**config.mk**
```make
export PLATFORM = sky130hd
export DESIGN_NAME = adsr_envelope_flat
export DESIGN_NICKNAME = d
export VERILOG_FILES = /design/src/rtl/adsr_envelope_if.sv /design/src/rtl/adsr_envelope.sv /design/src/flat_wrapper.sv
export SDC_FILE = /design/constraint.sdc
export NUM_CORES = 1
export LEC_CHECK = 0
export ABC_AREA = 1
export BUFFER_PORTS_ARGS = -buffer_cell sky130_fd_sc_hd__buf_2
export CAP_MARGIN = 20
export CORE_ASPECT_RATIO = 1.4
export CORE_MARGIN = 3
export CORE_UTILIZATION = 55
export DETAILED_ROUTE_END_ITERATION = 8
export GPL_TIMING_DRIVEN = 0
export PLACE_DENSITY = 0.71
export SYNTH_ARGS = -nofsm -noshare
export SYNTH_HDL_FRONTEND = slang
export SYNTH_SLANG_ARGS = --single-unit
```
**constraint.sdc**
```tcl
create_clock -name CLK100MHZ -period 10.1 [get_ports CLK100MHZ]
set_input_delay 1.515 -clock CLK100MHZ [delete_from_list [all_inputs] [get_ports CLK100MHZ]]
set_output_delay 1.515 -clock CLK100MHZ [all_outputs]
set_load 0.02 [all_outputs]
```
**src/rtl/adsr_envelope_if.sv**
```systemverilog
// Sample stream bundle for the ADSR envelope: the oscillator sample entering
// the voice and the enveloped sample leaving towards the mixer.
// The master drives sample_in/sample_valid and receives the scaled result;
// the slave (the envelope block) does the opposite.
interface adsr_envelope_if;
  logic [12:0] sample_in;
  logic        sample_valid;
  logic [12:0] sample_out;
  logic        sample_out_valid;

  modport master (
    output sample_in,
    output sample_valid,
    input  sample_out,
    input  sample_out_valid
  );

  modport slave (
    input  sample_in,
    input  sample_valid,
    output sample_out,
    output sample_out_valid
  );
endinterface

```
**src/rtl/adsr_envelope.sv**
```systemverilog
// Per-voice ADSR envelope generator and two-stage amplitude scaler.
// The envelope level moves only on an internal tick every TICK_DIV clocks.
// Gate edges redirect the state machine and take priority over a coincident
// tick, whose level update is then dropped.
// Optional build macro ADSR_EXP_RELEASE_EN: the release step becomes
// max(1, (level * release_rate) >> ENV_W) for an exponential-style tail.
// Without it the release step is release_rate itself (linear release).
module adsr_envelope #(
  parameter int TICK_DIV = 2083,
  parameter int ENV_W    = 16
) (
  input  logic             CLK100MHZ,
  input  logic             reset,
  input  logic             gate,
  input  logic [ENV_W-1:0] attack_rate,
  input  logic [ENV_W-1:0] decay_rate,
  input  logic [ENV_W-1:0] sustain_level,
  input  logic [ENV_W-1:0] release_rate,
  output logic [ENV_W-1:0] env_level,
  output logic             busy,
  adsr_envelope_if.slave   smp
);

  localparam int CNT_W  = (TICK_DIV > 2) ? $clog2(TICK_DIV) : 1;
  localparam int PROD_W = 13 + ENV_W;

  localparam logic [2:0] S_IDLE    = 3'd0;
  localparam logic [2:0] S_ATTACK  = 3'd1;
  localparam logic [2:0] S_DECAY   = 3'd2;
  localparam logic [2:0] S_SUSTAIN = 3'd3;
  localparam logic [2:0] S_RELEASE = 3'd4;

  localparam logic [ENV_W-1:0] FULL = {ENV_W{1'b1}};

  logic [CNT_W-1:0]  tick_cnt;
  logic              tick;
  logic              gate_q;
  logic              gate_rise;
  logic              gate_fall;
  logic [2:0]        state;
  logic [2:0]        state_nxt;
  logic [ENV_W-1:0]  level;
  logic [ENV_W-1:0]  level_nxt;
  logic [ENV_W:0]    att_sum;
  logic [ENV_W:0]    dec_thr;
  logic [ENV_W-1:0]  rel_step;
  logic [PROD_W-1:0] prod_q;
  logic              prod_valid_q;
  logic [12:0]       out_q;
  logic              out_valid_q;

  assign tick = (tick_cnt == CNT_W'(TICK_DIV - 1));

  // Free-running tick divider, independent of the envelope state
  always_ff @(posedge CLK100MHZ) begin
    if (reset) tick_cnt <= '0;
    else if (tick) tick_cnt <= '0;
    else tick_cnt <= tick_cnt + CNT_W'(1);
  end

  // Gate history, so a gate already high out of reset counts as a rising edge
  always_ff @(posedge CLK100MHZ) begin
    if (reset) gate_q <= 1'b0;
    else gate_q <= gate;
  end

  assign gate_rise = gate & ~gate_q;
  assign gate_fall = ~gate & ((state == S_ATTACK) || (state == S_DECAY) ||
                              (state == S_SUSTAIN));

  // Extra top bit keeps the attack sum and the decay threshold from wrapping
  assign att_sum = {1'b0, level} + {1'b0, attack_rate};
  assign dec_thr = {1'b0, sustain_level} + {1'b0, decay_rate};

`ifdef ADSR_EXP_RELEASE_EN
  logic [ENV_W-1:0] rel_scaled;
  assign rel_scaled = ENV_W'(({{ENV_W{1'b0}}, level} * {{ENV_W{1'b0}}, release_rate}) >> ENV_W);
  assign rel_step   = (rel_scaled == '0) ? ENV_W'(1) : rel_scaled;
`else
  assign rel_step = release_rate;
`endif

  // Next state and level: gate edges first, otherwise per-state tick update
  always_comb begin
    state_nxt = state;
    level_nxt = level;
    if (gate_rise) begin
      state_nxt = S_ATTACK;
    end else if (gate_fall) begin
      state_nxt = S_RELEASE;
    end else if (tick) begin
      case (state)
        S_ATTACK: begin
          if (att_sum >= {1'b0, FULL}) begin
            level_nxt = FULL;
            state_nxt = S_DECAY;
          end else begin
            level_nxt = att_sum[ENV_W-1:0];
          end
        end
        S_DECAY: begin
          if ({1'b0, level} <= dec_thr) begin
            level_nxt = sustain_level;
            state_nxt = S_SUSTAIN;
          end else begin
            level_nxt = level - decay_rate;
          end
        end
        S_SUSTAIN: level_nxt = sustain_level;
        S_RELEASE: begin
          if (level <= rel_step) begin
            level_nxt = '0;
            state_nxt = S_IDLE;
          end else begin
            level_nxt = level - rel_step;
          end
        end
        default: begin
          level_nxt = '0;
          state_nxt = S_IDLE;
        end
      endcase
    end
  end

  // Envelope state and level registers
  always_ff @(posedge CLK100MHZ) begin
    if (reset) begin
      state <= S_IDLE;
      level <= '0;
    end else begin
      state <= state_nxt;
      level <= level_nxt;
    end
  end

  // Stage 1: full-width product with the level current in this cycle
  always_ff @(posedge CLK100MHZ) begin
    if (reset) begin
      prod_q       <= '0;
      prod_valid_q <= 1'b0;
    end else begin
      prod_q       <= PROD_W'(smp.sample_in) * PROD_W'(level);
      prod_valid_q <= smp.sample_valid;
    end
  end

  // Stage 2: drop the level fraction; output holds when no sample arrives
  always_ff @(posedge CLK100MHZ) begin
    if (reset) begin
      out_q       <= '0;
      out_valid_q <= 1'b0;
    end else begin
      out_valid_q <= prod_valid_q;
      if (prod_valid_q) out_q <= 13'(prod_q >> ENV_W);
    end
  end

  assign smp.sample_out       = out_q;
  assign smp.sample_out_valid = out_valid_q;
  assign env_level            = level;
  assign busy                 = (state != S_IDLE);

endmodule
```
**src/flat_wrapper.sv**
```systemverilog
// flat-port wrapper written by rule: the top's interface ports become plain ports
module adsr_envelope_flat 
#(
  parameter int TICK_DIV = 2083,
  parameter int ENV_W    = 16
)
  (CLK100MHZ, reset, gate, attack_rate, decay_rate, sustain_level, release_rate, env_level, busy, smp_sample_in, smp_sample_valid, smp_sample_out, smp_sample_out_valid);
  adsr_envelope_if smp_i ();
  input  logic CLK100MHZ;
  input  logic reset;
  input  logic gate;
  input  logic [ENV_W-1:0] attack_rate;
  input  logic [ENV_W-1:0] decay_rate;
  input  logic [ENV_W-1:0] sustain_level;
  input  logic [ENV_W-1:0] release_rate;
  output logic [ENV_W-1:0] env_level;
  output logic busy;
  input wire logic [$bits(smp_i.sample_in)-1:0] smp_sample_in;
  input wire logic [$bits(smp_i.sample_valid)-1:0] smp_sample_valid;
  output wire logic [$bits(smp_i.sample_out)-1:0] smp_sample_out;
  output wire logic [$bits(smp_i.sample_out_valid)-1:0] smp_sample_out_valid;
  assign smp_i.sample_in = smp_sample_in;
  assign smp_i.sample_valid = smp_sample_valid;
  assign smp_sample_out = smp_i.sample_out;
  assign smp_sample_out_valid = smp_i.sample_out_valid;
  adsr_envelope #(.TICK_DIV(TICK_DIV), .ENV_W(ENV_W)) u_core (.CLK100MHZ(CLK100MHZ), .reset(reset), .gate(gate), .attack_rate(attack_rate), .decay_rate(decay_rate), .sustain_level(sustain_level), .release_rate(release_rate), .env_level(env_level), .busy(busy), .smp(smp_i));
endmodule
```
==> reports/results.tsv, run 1 <==
metric	value	unit
synth_cell_types	46	
viasPerCell	5.431	
area_growth	9.170	%
syn-cell-area	13280	um2
layout-drive-gt1-share	8.012	%
ys_top_cells_by_area	fa_1, nand2_1, ha_1	
worstReg2RegEnd	u_core.prod_q[24]$_SDFF_PP0_	
core_area	23450	um2
ioPinCount	112	
criticalPathCategory	primary input to register	
routed_wirelength	42.05	mm
p_seq_share	31.3	%
clock_skew	0.008237	ns
post-cts-setup-buffers	0	
worstReg2RegStart	u_core.env_level[7]$_SDFFE_PP0P_	
port_buffers	100	
grt_pass1_wl	67.81	mm
p_per_area	54.13	nW/um2
synth_seq_cells	60	
crit_fanout	10	
insertion_delay	0.33	ns
tritoncts	done	
cp.depth	21	
intPower	0.5347	mW
die_area	26060	um2
synth_fp_nets	2344	
yosysTopAreaCellShare	23.68	%
nNetsFinal	2456	
cts_sinks	60	
synth_warnings	0	
worstHoldStart	u_core.prod_q[19]$_SDFF_PP0_	
yosysTopAreaCell	fa_1	
num_antenna_cells	0	
holdPathEnd	u_core.smp.sample_out[3]$_SDFFE_PP0P_	
worst_pin_slew	0.9404	ns
place_ws	3.022	ns
synthFlopType	dfxtp_1	
final_common_cell	nand2_1	
slowest_stage	fa_1	
dpl.hpwl	34.54	mm
cts_resized	0	
die_w	137.3	um
finalMaxSlewViolations	0	
post_drt_wl_per_cell	17.68	um
status	finished, final reports clean	
setup_viol	0	
first_global_vias	13622	
combPwrFrac	25.4	%
cp.required	10.30	ns
drtIter0Drc	791	
overflow	0	
fin_crit	6.797	ns
drc	0	
worst-path-buf-inv	5	
pwr-share-clk	43.3	%
end_kind	register	
max_freq	0.1471	GHz
power.switching	0.2498	mW
syn_area_per_cell	6.790	um2
holdPathStages	2	
hp-class	register to register	
worst_slack	3.303	ns
max-vdd-ir-drop	0.0001004	V
max_slew_margin	36.64	%
final_antenna_net_count	0	
clock_path_buffers	2	
ctsHtreeMaxLevel	3	
crit_chain	clkbuf_1 > clkbuf_1 > nand2_1 > fa_1 > inv_1 > fa_1 > fa_1 > fa_1 > inv_1 > fa_1 > inv_1 > ha_1 > a21oi_1 > o21ai_0 > a21oi_1 > nand2_1 > nand2_1 > nand2_1 > a21oi_1 > xor2_1 > nor2_1	
synthArstFlopShare	0	%
critPathTopFamily	adder cells	
cp_slowest_stage_delay	0.58	ns
cp_common_cell	fa_1	
layout_common_cells	nand2_1, inv_1, fa_1	
design_area	14490	um2
tns	0	ns
rsz0062_at_grt	false	
hold_viol	0	
reg2reg_depth	18	
cts_buffers	9	
startpoint_type	primary input	
first_pass_iters	5	
fin_crit_sh	67.30	%
antenna_found_initial	1	
dpl-instance-area	14170	um2
die_y	189.8	um
grt.total_usage	33.62	%
switching_share	31.84	%
synthCells	1955	
synth_edf_count	0	
path_clk_slew	0.06	ns
leakagePower	8.494	nW
hold_buffers	0	
rows	66	
synth-seq-area-share	9.048	%
cts_root_buf	clkbuf_16	
grt_max_degree	13	
vias	12914	
start_util	56.60	%
arrival	6.99	ns
r2r_slack	4.02	ns
maxCapViolCount	0	
place.gp.congestion	0.9342	
[power groups by stage]
stage                     registers, mW  clock network, mW  logic (mW)
after floorplan                   0.254                  0       0.128
after global placement            0.250                  0       0.195
after detailed placement          0.251                  0       0.198
after CTS                         0.245              0.343       0.199
after global routing              0.246              0.354       0.224
final                             0.245              0.339       0.200
[per-stage QoR]
step | utilization [%] | total power, mW | hold WS [ns] | instances
2_1_floorplan | - | 0.3821 | 0.4297 | 1955
3_3_place_gp | 60.37 | 0.4456 | 0.4439 | 2361
3_5_place_dp | 60.40 | 0.4482 | 0.4497 | 2362
4_1_cts | 61.80 | 0.7867 | 0.4615 | 2378
5_1_grt | 61.80 | 0.8234 | 0.4896 | 2378
6_report | 61.80 | 0.7844 | 0.4537 | 2378
[logic make-up after synthesis]
logic type                 count (synthesis)  share of synthesized area, %
adders and majority gates                308                         37.91
DFF                                       60                         9.048
buffers and inverters                    498                         14.34
AOI/OAI and AO/OA                        241                         10.25
and+or+nand+nor                          805                         25.61
xor gates and xnor gates                  43                         2.837
[worst register-to-register path, delay by kind of cell, from the launching register on]
family          cells  cell delay (ns)
buf+inv             2             0.63
flops               1             0.77
compound gates      4             0.83
fa+ha+maj           6             3.03
simple gates        5             0.52
xor+xnor            1             0.19
[state kept, by name (all words and copies together), names as in the netlist]
name	cells
u_core.env_level	16
u_core.prod_q	13
u_core.tick_cnt	12
u_core.gate_q	1
u_core.prod_valid_q	1
u_core.smp.sample_out_valid	1
u_core.smp.sample_out	13
u_core.state	3
[final cells by class]
cell class	instances	area (um2)
Timing Repair Buffer	101	508.0
Sequential cell	60	1201
Clock inverter	5	83.83
Inverter	441	1655
Fill cell	2274	8960
Buffer	57	249.0
Multi-Input combinational cell	1397	10170
Tap cell	306	382.9
Clock buffer	11	242.7
[worst max-delay path by stage]
stage	startpoint	end	slack (ns)
floorplan	smp_sample_in[7]	u_core.prod_q[27]$_SDFF_PP0_	4.05
global placement	smp_sample_in[7]	u_core.prod_q[24]$_SDFF_PP0_	3.16
detailed placement	smp_sample_in[7]	u_core.prod_q[24]$_SDFF_PP0_	3.02
CTS	smp_sample_in[7]	u_core.prod_q[24]$_SDFF_PP0_	3.35
global route	smp_sample_in[7]	u_core.prod_q[26]$_SDFF_PP0_	3.04
finish	smp_sample_in[7]	u_core.prod_q[24]$_SDFF_PP0_	3.30
[synthesized netlist by cell type, types with 3 or more instances]
cell / number
nand2_1: 517
inv_1: 438
fa_1: 157
ha_1: 151
a21oi_1: 126
nor2_1: 119
nand3_1: 84
dfxtp_1: 60
o21ai_0: 58
clkbuf_1: 48
xnor2_1: 23
xor2_1: 20
nand3b_1: 18
nand4_1: 13
nand3_2: 11
nor3_1: 11
nand2_2: 10
a21o_1: 9
o22ai_1: 8
nor2_2: 7
nor4_1: 7
a21oi_2: 6
o21a_1: 6
a31oi_1: 5
o21bai_1: 5
buf_2: 4
and2_1: 3
buf_6: 3
nor3b_1: 3
o211ai_1: 3
o21ai_1: 3
[per-layer routing]
| metal | vias up | routed length, um | global-route usage, % |
|---|---|---|---|
| met5 | - | 14 | 0 |
| met4 | 2 | 3254 | 21.27 |
| met3 | 161 | 2277 | 6.085 |
| met2 | 424 | 21560 | 61.48 |
| met1 | 6097 | 14940 | 34.57 |
| li1 | 6230 | - | - |
Power figures use the tool's default switching activity.
==> run 2: changes to the inputs <==
- ABC_AREA: 1 -> 0
- PLACE_DENSITY: 0.71 -> 0.72
- clock period: 10.1 -> 6.6 ns (I/O delays scaled with it)
==> run 2 against run 1 <==
Net effect: global-route usage decreased by 4.5 points; clock skew fell by 0.0043 ns; clock power grew 53%; non-clock buffer count is 1 lower; die area down 8.3%; power grew 46%.
==> reports/results.tsv, run 2 <==
metric	value	unit	change
syn_area_per_cell	8.271	um2	+22%
drtIter0Drc	569		-28%
synth_edf_count	0		unchanged
slowest_stage	dfxtp_1		
layout-drive-gt1-share	10.45	%	+2.4 points
cts_buffers	9		unchanged
worst-path-buf-inv	4		-1
wl_met3	1.529	mm	-33%
pwr-share-clk	45.2	%	+1.9 points
synth_commonest_cells	inv_1, nand2_1, fa_1		
maxCapViolCount	0		unchanged
rows	63		-4.5%
combPwrFrac	22.7	%	-2.7 points
synth.most_common_cell	inv_1		
vias	10698		-17%
hold_viol	0		unchanged
largest_register_ffs	16		unchanged
tritoncts	done		
m1WireLength	13.23	mm	-11%
yosysTopAreaCell	fa_1		
path_clk_slew	0.05	ns	about the same
dpl.hpwl	28.45	mm	-18%
p_per_area	85.55	nW/um2	+58%
hp-class	register to register		
wl_met2	17.75	mm	-18%
ctsHtreeMaxLevel	3		unchanged
switching_share	28.94	%	-2.9 points
p_seq_share	32.1	%	+0.8 points
crit_fanout	10		unchanged
synthCells	1467		-25%
routed_wirelength	34.21	mm	-19%
synthArstFlopShare	0	%	unchanged
synth_fp_nets	1856		-21%
cts_sinks	60		unchanged
ys_top_cells_by_area	fa_1, ha_1, dfxtp_1		
core_area	21440	um2	-8.6%
intPower	0.8148	mW	+52%
setup_viol	0		unchanged
die_w	131.5	um	-4.2%
viasPerCell	5.687		+4.7%
place.gp.congestion	0.9571		+2.5%
grt_max_degree	14		+1
dpl-instance-area	13050	um2	-7.9%
max_freq	0.1581	GHz	
ioPinCount	112		unchanged
post_drt_wl_per_cell	18.19	um	+2.8%
hold_ws	0.4779	ns	+0.02425 ns
cts_root_buf	clkbuf_16		
clock_path_buffers	2		unchanged
arrival	6.52	ns	-0.47 ns
port_buffers	110		+10%
antenna_found_initial	0		-1
worst_slack	0.2762	ns	-3.026 ns
cp_common_cell	fa_1		
crit_chain	clkbuf_2 > nand2_1 > fa_1 > fa_1 > inv_1 > fa_1 > fa_1 > inv_1 > fa_1 > inv_1 > ha_1 > a21oi_1 > nor2_1 > a211oi_1 > o21ai_1 > o31a_1 > a2111o_1 > a31oi_1 > xor2_1 > nor2_1		
start_util	56.59	%	about the same
max_slew_margin	30.19	%	-6.4 points
leakagePower	6.874	nW	-19%
insertion_delay	0.33	ns	about the same
overflow	0		unchanged
worst_pin_slew	1.040	ns	+0.09963 ns
criticalPathCategory	register to register		
finalMaxSlewViolations	0		unchanged
cp_slowest_stage_delay	0.73	ns	+0.15 ns
grt_pass1_wl	55.99	mm	-17%
synth-seq-area-share	9.900	%	+0.85 points
max-vdd-ir-drop	0.0001443	V	+44%
yosysTopAreaCellShare	25.90	%	+2.2 points
cp.required	6.80	ns	-3.50 ns
area_growth	10.47	%	
synth_seq_cells	60		unchanged
fin_crit	6.324	ns	
synthFlopType	dfxtp_1		
final_common_cell	inv_1		
clock_skew	0.003933	ns	-0.004304 ns
power.switching	0.3319	mW	+33%
drc	0		unchanged
num_antenna_cells	0		unchanged
first_pass_iters	5		unchanged
critPathTopFamily	adder cells		
nNetsFinal	1974		-20%
hold_buffers	0		unchanged
final_core_util	62.51	%	+0.72 points
synth_cell_types	64		+39%
maxUsedRoutingLayer	met4		
fin_crit_sh	95.81	%	
layout_common_cells	inv_1, nand2_1, fa_1		
finalPower	1.147	mW	+46%
startpoint_type	register		
syn-cell-area	12130	um2	-8.6%
grt.total_usage	29.15	%	-4.5 points
place_ws	-0.5683	ns	-3.591 ns
first_global_vias	11316		-17%
final_antenna_net_count	0		unchanged
die_y	181.7	um	-4.3%
status	finished, final reports clean		
synth_warnings	0		unchanged
design_area	13400	um2	-7.5%
end_kind	register		
die_area	23900	um2	-8.3%
-- run 2: cell count changes after synthesis, sizes merged, moves of 19 or more --
| cell | change |
|---|---|
| a211oi | +19 |
| nand3 | -76 |
| and2 | +89 |
| a21oi | -68 |
| inv | -212 |
| nand2 | -358 |
| nor2 | -35 |
-- run 2: layer usage --
layer / track usage, % / up-vias
li1: - / 5083
met1: 32.96 / 5172
met2: 54.99 / 341
met3: 2.827 / 102
met4: 13.45 / 0
met5: 0 / -
-- run 2: kinds of logic (layout without fill, tap and decap cells) --
| group | count (synthesis) | in the layout | share of synthesized area [%] |
|---|---|---|---|
| AND/OR/NAND/NOR | 456 | 456 | 18.00 |
| adder cells (fa/ha/maj) | 308 | 308 | 41.48 |
| buffers and inverters | 278 | 400 | 8.611 |
| AO/OA/AOI/OAI | 271 | 271 | 14.89 |
| XOR/XNOR | 69 | 69 | 4.981 |
| flip-flops | 60 | 60 | 9.900 |
| multiplexers | 25 | 25 | 2.145 |
-- run 2: final timing paths --
path / from / slack, ns / endpoint / cells past startpoint
hold / removal: u_core.tick_cnt[0]$_SDFF_PP0_ / 0.48 / u_core.tick_cnt[0]$_SDFF_PP0_ / 1
setup reg to reg: u_core.env_level[10]$_SDFFE_PP0P_ / 0.28 / u_core.prod_q[27]$_SDFF_PP0_ / 20
setup / recovery: u_core.env_level[10]$_SDFFE_PP0P_ / 0.28 / u_core.prod_q[27]$_SDFF_PP0_ / 20
hold reg to reg: u_core.tick_cnt[0]$_SDFF_PP0_ / 0.48 / u_core.tick_cnt[0]$_SDFF_PP0_ / 1
-- run 2: final cells by class --
class | count | area [um2]
Clock inverter | 4 | 72.57
Inverter | 228 | 855.8
Sequential cell | 60 | 1207
Fill cell | 1938 | 8038
Multi-Input combinational cell | 1129 | 9891
Clock buffer | 11 | 252.7
Buffer | 44 | 185.2
Tap cell | 292 | 365.4
Timing Repair Buffer | 113 | 573.1
-- run 2: stage by stage --
| stage | TNS (ns) | cells |
|---|---|---|
| CTS | 0 | 1884 |
| global route | -0.008651 | 1881 |
| floorplan | 0 | 1467 |
| global placement | -1.553 | 1869 |
| finish | 0 | 1881 |
| detailed placement | -2.203 | 1869 |
-- run 2: power by group through the flow --
stage | Clock [mW] | Sequential, mW | Combinational [mW]
floorplan | 0 | 0.375 | 0.169
global placement | 0 | 0.376 | 0.254
detailed placement | 0 | 0.376 | 0.257
CTS | 0.523 | 0.368 | 0.260
global route | 0.538 | 0.368 | 0.290
finish | 0.518 | 0.368 | 0.261
-- run 2: worst register-to-register path: stages, from the launching register on --
cell	delay [ns]
dfxtp_1	0.73
clkbuf_2	0.39
nand2_1	0.13
fa_1	0.51
fa_1	0.53
inv_1	0.06
fa_1	0.50
fa_1	0.49
inv_1	0.05
fa_1	0.48
inv_1	0.05
ha_1	0.30
a21oi_1	0.20
nor2_1	0.07
a211oi_1	0.21
o21ai_1	0.20
o31a_1	0.42
a2111o_1	0.44
a31oi_1	0.21
xor2_1	0.19
nor2_1	0.06
-- run 2: repair_timing --
| item | CTS | global route |
|---|---|---|
| setup buffers | 0 | 3 |
| gates cloned | 0 | 0 |
| pin swaps | 0 | 1 |
| endpoints found under the setup margin | 3 | 4 |
| resized for setup | 3 | 33 |
==> run 3: changes to the inputs <==
- CORE_UTILIZATION: 55 -> 50
- PLACE_DENSITY: 0.72 -> 0.66
==> run 3 against run 2 <==
Net effect: non-clock buffer count down 2; final cell count up 0.64%; die area rose by 9.6%; combinational power about the same; critical path depth decreased by 2; via count fell by 1.1%; worst setup slack worse by 0.063 ns; sequential share of layout area hardly changed; register-to-register slack improved by 0.02 ns; sequential cell count stayed put; power fell by 7.2%; critical path type is now primary input to register.
==> reports/results.tsv, run 3 (synthesis gave the netlist of run 2 again) <==
metric	value	unit	change
final_antenna_net_count	0		unchanged
status	finished, final reports clean		
end_kind	register		
layout_common_cells	inv_1, nand2_1, fa_1		
die_w	137.7	um	+4.7%
maxCapViolCount	0		unchanged
path_clk_slew	0.05	ns	about the same
post_drt_wl_per_cell	18.04	um	-0.81%
fin_crit_sh	96.77	%	+0.95 points
nNetsFinal	1972		-0.10%
vias	10575		-1.1%
largest_register_ffs	16		unchanged
ctsHtreeMaxLevel	3		unchanged
worstReg2RegEnd	u_core.prod_q[27]$_SDFF_PP0_		
grt.total_usage	27.14	%	-2.0 points
start_util	51.55	%	-5.0 points
drtIter0Drc	547		-3.9%
crit_start	smp_sample_in[11]		
clock_path_buffers	2		unchanged
dpl.hpwl	28.63	mm	+0.61%
grt_max_degree	14		unchanged
core_area	23540	um2	+9.8%
multiInputGateArea	9903	um2	+0.13%
fill_cells	2272		+17%
routed_wirelength	34.15	mm	-0.18%
leakagePower	6.831	nW	-0.63%
max-vdd-ir-drop	0.0001083	V	-25%
startpoint_type	primary input		
setup_viol	0		unchanged
drc	0		unchanged
grt_pass1_wl	55.67	mm	-0.57%
area_growth	10.11	%	
p_per_area	79.69	nW/um2	-6.9%
die_area	26200	um2	+9.6%
regArea	1205	um2	-0.21%
cp_common_cell	fa_1		
hold_viol	0		unchanged
reg2reg_depth	18		-10%
r2r_slack	0.30	ns	+0.02 ns
max_freq	0.1566	GHz	-0.98%
port_buffers	110		unchanged
worst_pin_slew	0.9639	ns	-0.07621 ns
max_slew_margin	35.31	%	+5.1 points
clock_skew	0.008559	ns	+0.004626 ns
hold_ws	0.4653	ns	-0.01260 ns
final_core_util	56.76	%	-5.7 points
viasPerCell	5.586		-1.8%
criticalPathCategory	primary input to register		
tritoncts	done		
layout-drive-gt1-share	10.21	%	-0.24 points
num_antenna_cells	0		unchanged
fin_crit	6.386	ns	+0.06273 ns
finalMaxSlewViolations	0		unchanged
overflow	0		unchanged
rows	66		+4.8%
cts_sinks	60		unchanged
cts_buffers	9		unchanged
antenna_found_initial	0		unchanged
cts_root_buf	clkbuf_16		
rsz0062_at_grt	false		
hp-class	register to register		
crit_chain	buf_2 > clkbuf_1 > and2_1 > fa_1 > fa_1 > fa_1 > fa_1 > fa_1 > ha_1 > a21o_1 > a21o_1 > a211oi_2 > o21ai_2 > o31a_1 > a2111o_1 > a31oi_1 > xor2_1 > nor2_1		
worstReg2RegStart	u_core.env_level[9]$_SDFFE_PP0P_		
cp.required	6.81	ns	about the same
crit_end	u_core.prod_q[27]$_SDFF_PP0_		
die_y	190.3	um	+4.7%
first_global_vias	11169		-1.3%
slowest_stage	fa_1		
cp_slowest_stage_delay	0.52	ns	-0.21 ns
ioPinCount	112		unchanged
place.gp.congestion	0.9159		-4.3%
hold_buffers	0		unchanged
arrival	6.59	ns	+0.07 ns
final_common_cell	inv_1		
first_pass_iters	5		unchanged
crit_fanout	10		unchanged
insertion_delay	0.33	ns	about the same
[run 3: power breakdown]
part	switching [mW]	total, mW	internal [mW]	leakage (nW)
combinational	0.160	0.261	0.101	6.21
sequential	0.00243	0.368	0.366	0.486
clock	0.165	0.436	0.270	0.133
total	0.328	1.06	0.737	6.83
[run 3: critical path: cells and delay by family]
family | cells | cell delay, ns
AO/OA/AOI/OAI | 7 | 1.81
XOR/XNOR | 1 | 0.18
adder cells (fa/ha/maj) | 6 | 2.65
buffers and inverters | 2 | 0.64
AND/OR/NAND/NOR | 2 | 0.29
[run 3: repair_timing]
| action | 4_1_cts | 5_1_grt |
|---|---|---|
| setup endpoints to repair | 3 | 3 |
| hold endpoints to repair | 0 | 0 |
| resized for setup | 3 | 28 |
| setup buffers | 0 | 0 |
[run 3: stage by stage]
step / cell area [um2] / setup WS (ns) / setup TNS [ns] / power (mW) / instances
6_report: 13360 / 0.2135 / 0 / 1.065 / 1893
5_1_grt: 13360 / 0.01080 / 0 / 1.118 / 1893
2_1_floorplan: 12130 / 0.5351 / 0 / 0.5442 / 1467
3_5_place_dp: 13070 / -0.5506 / -2.084 / 0.6347 / 1883
4_1_cts: 13350 / 0.01736 / 0 / 1.075 / 1898
3_3_place_gp: 13070 / -0.4802 / -1.783 / 0.6320 / 1883
[run 3: how the worst min path moves through the flow]
stage,start,end,slack [ns],cells past startpoint
after floorplan,u_core.tick_cnt[0]$_SDFF_PP0_,u_core.tick_cnt[0]$_SDFF_PP0_,0.44,1
after global placement,u_core.prod_q[22]$_SDFF_PP0_,u_core.smp.sample_out[6]$_SDFFE_PP0P_,0.45,2
after detailed placement,u_core.tick_cnt[0]$_SDFF_PP0_,u_core.tick_cnt[0]$_SDFF_PP0_,0.46,1
after CTS,u_core.tick_cnt[0]$_SDFF_PP0_,u_core.tick_cnt[0]$_SDFF_PP0_,0.47,1
after global routing,u_core.prod_q[21]$_SDFF_PP0_,u_core.smp.sample_out[5]$_SDFFE_PP0P_,0.49,2
final,u_core.tick_cnt[0]$_SDFF_PP0_,u_core.tick_cnt[0]$_SDFF_PP0_,0.47,1
[run 3: area by class of cell]
class | instances | area share [%]
clock inverters | 4 | 0.1873
plain buffers | 45 | 1.377
clock buffers | 11 | 1.892
flip-flops and latches | 60 | 9.019
well taps | 306 | 2.866
inverters | 228 | 6.406
repair buffers | 110 | 4.121
multi-input cells | 1129 | 74.13
[run 3: per-layer routing]
layer | track usage, % | vias up | wire length, um | share of wire [%]
li1 | - | 5088 | - | -
met1 | 30.93 | 5119 | 13450 | 39
met2 | 49.62 | 270 | 17620 | 52
met3 | 2.614 | 98 | 1211 | 3.5
met4 | 13.52 | 0 | 1861 | 5.5
met5 | 0 | - | 0 | 0
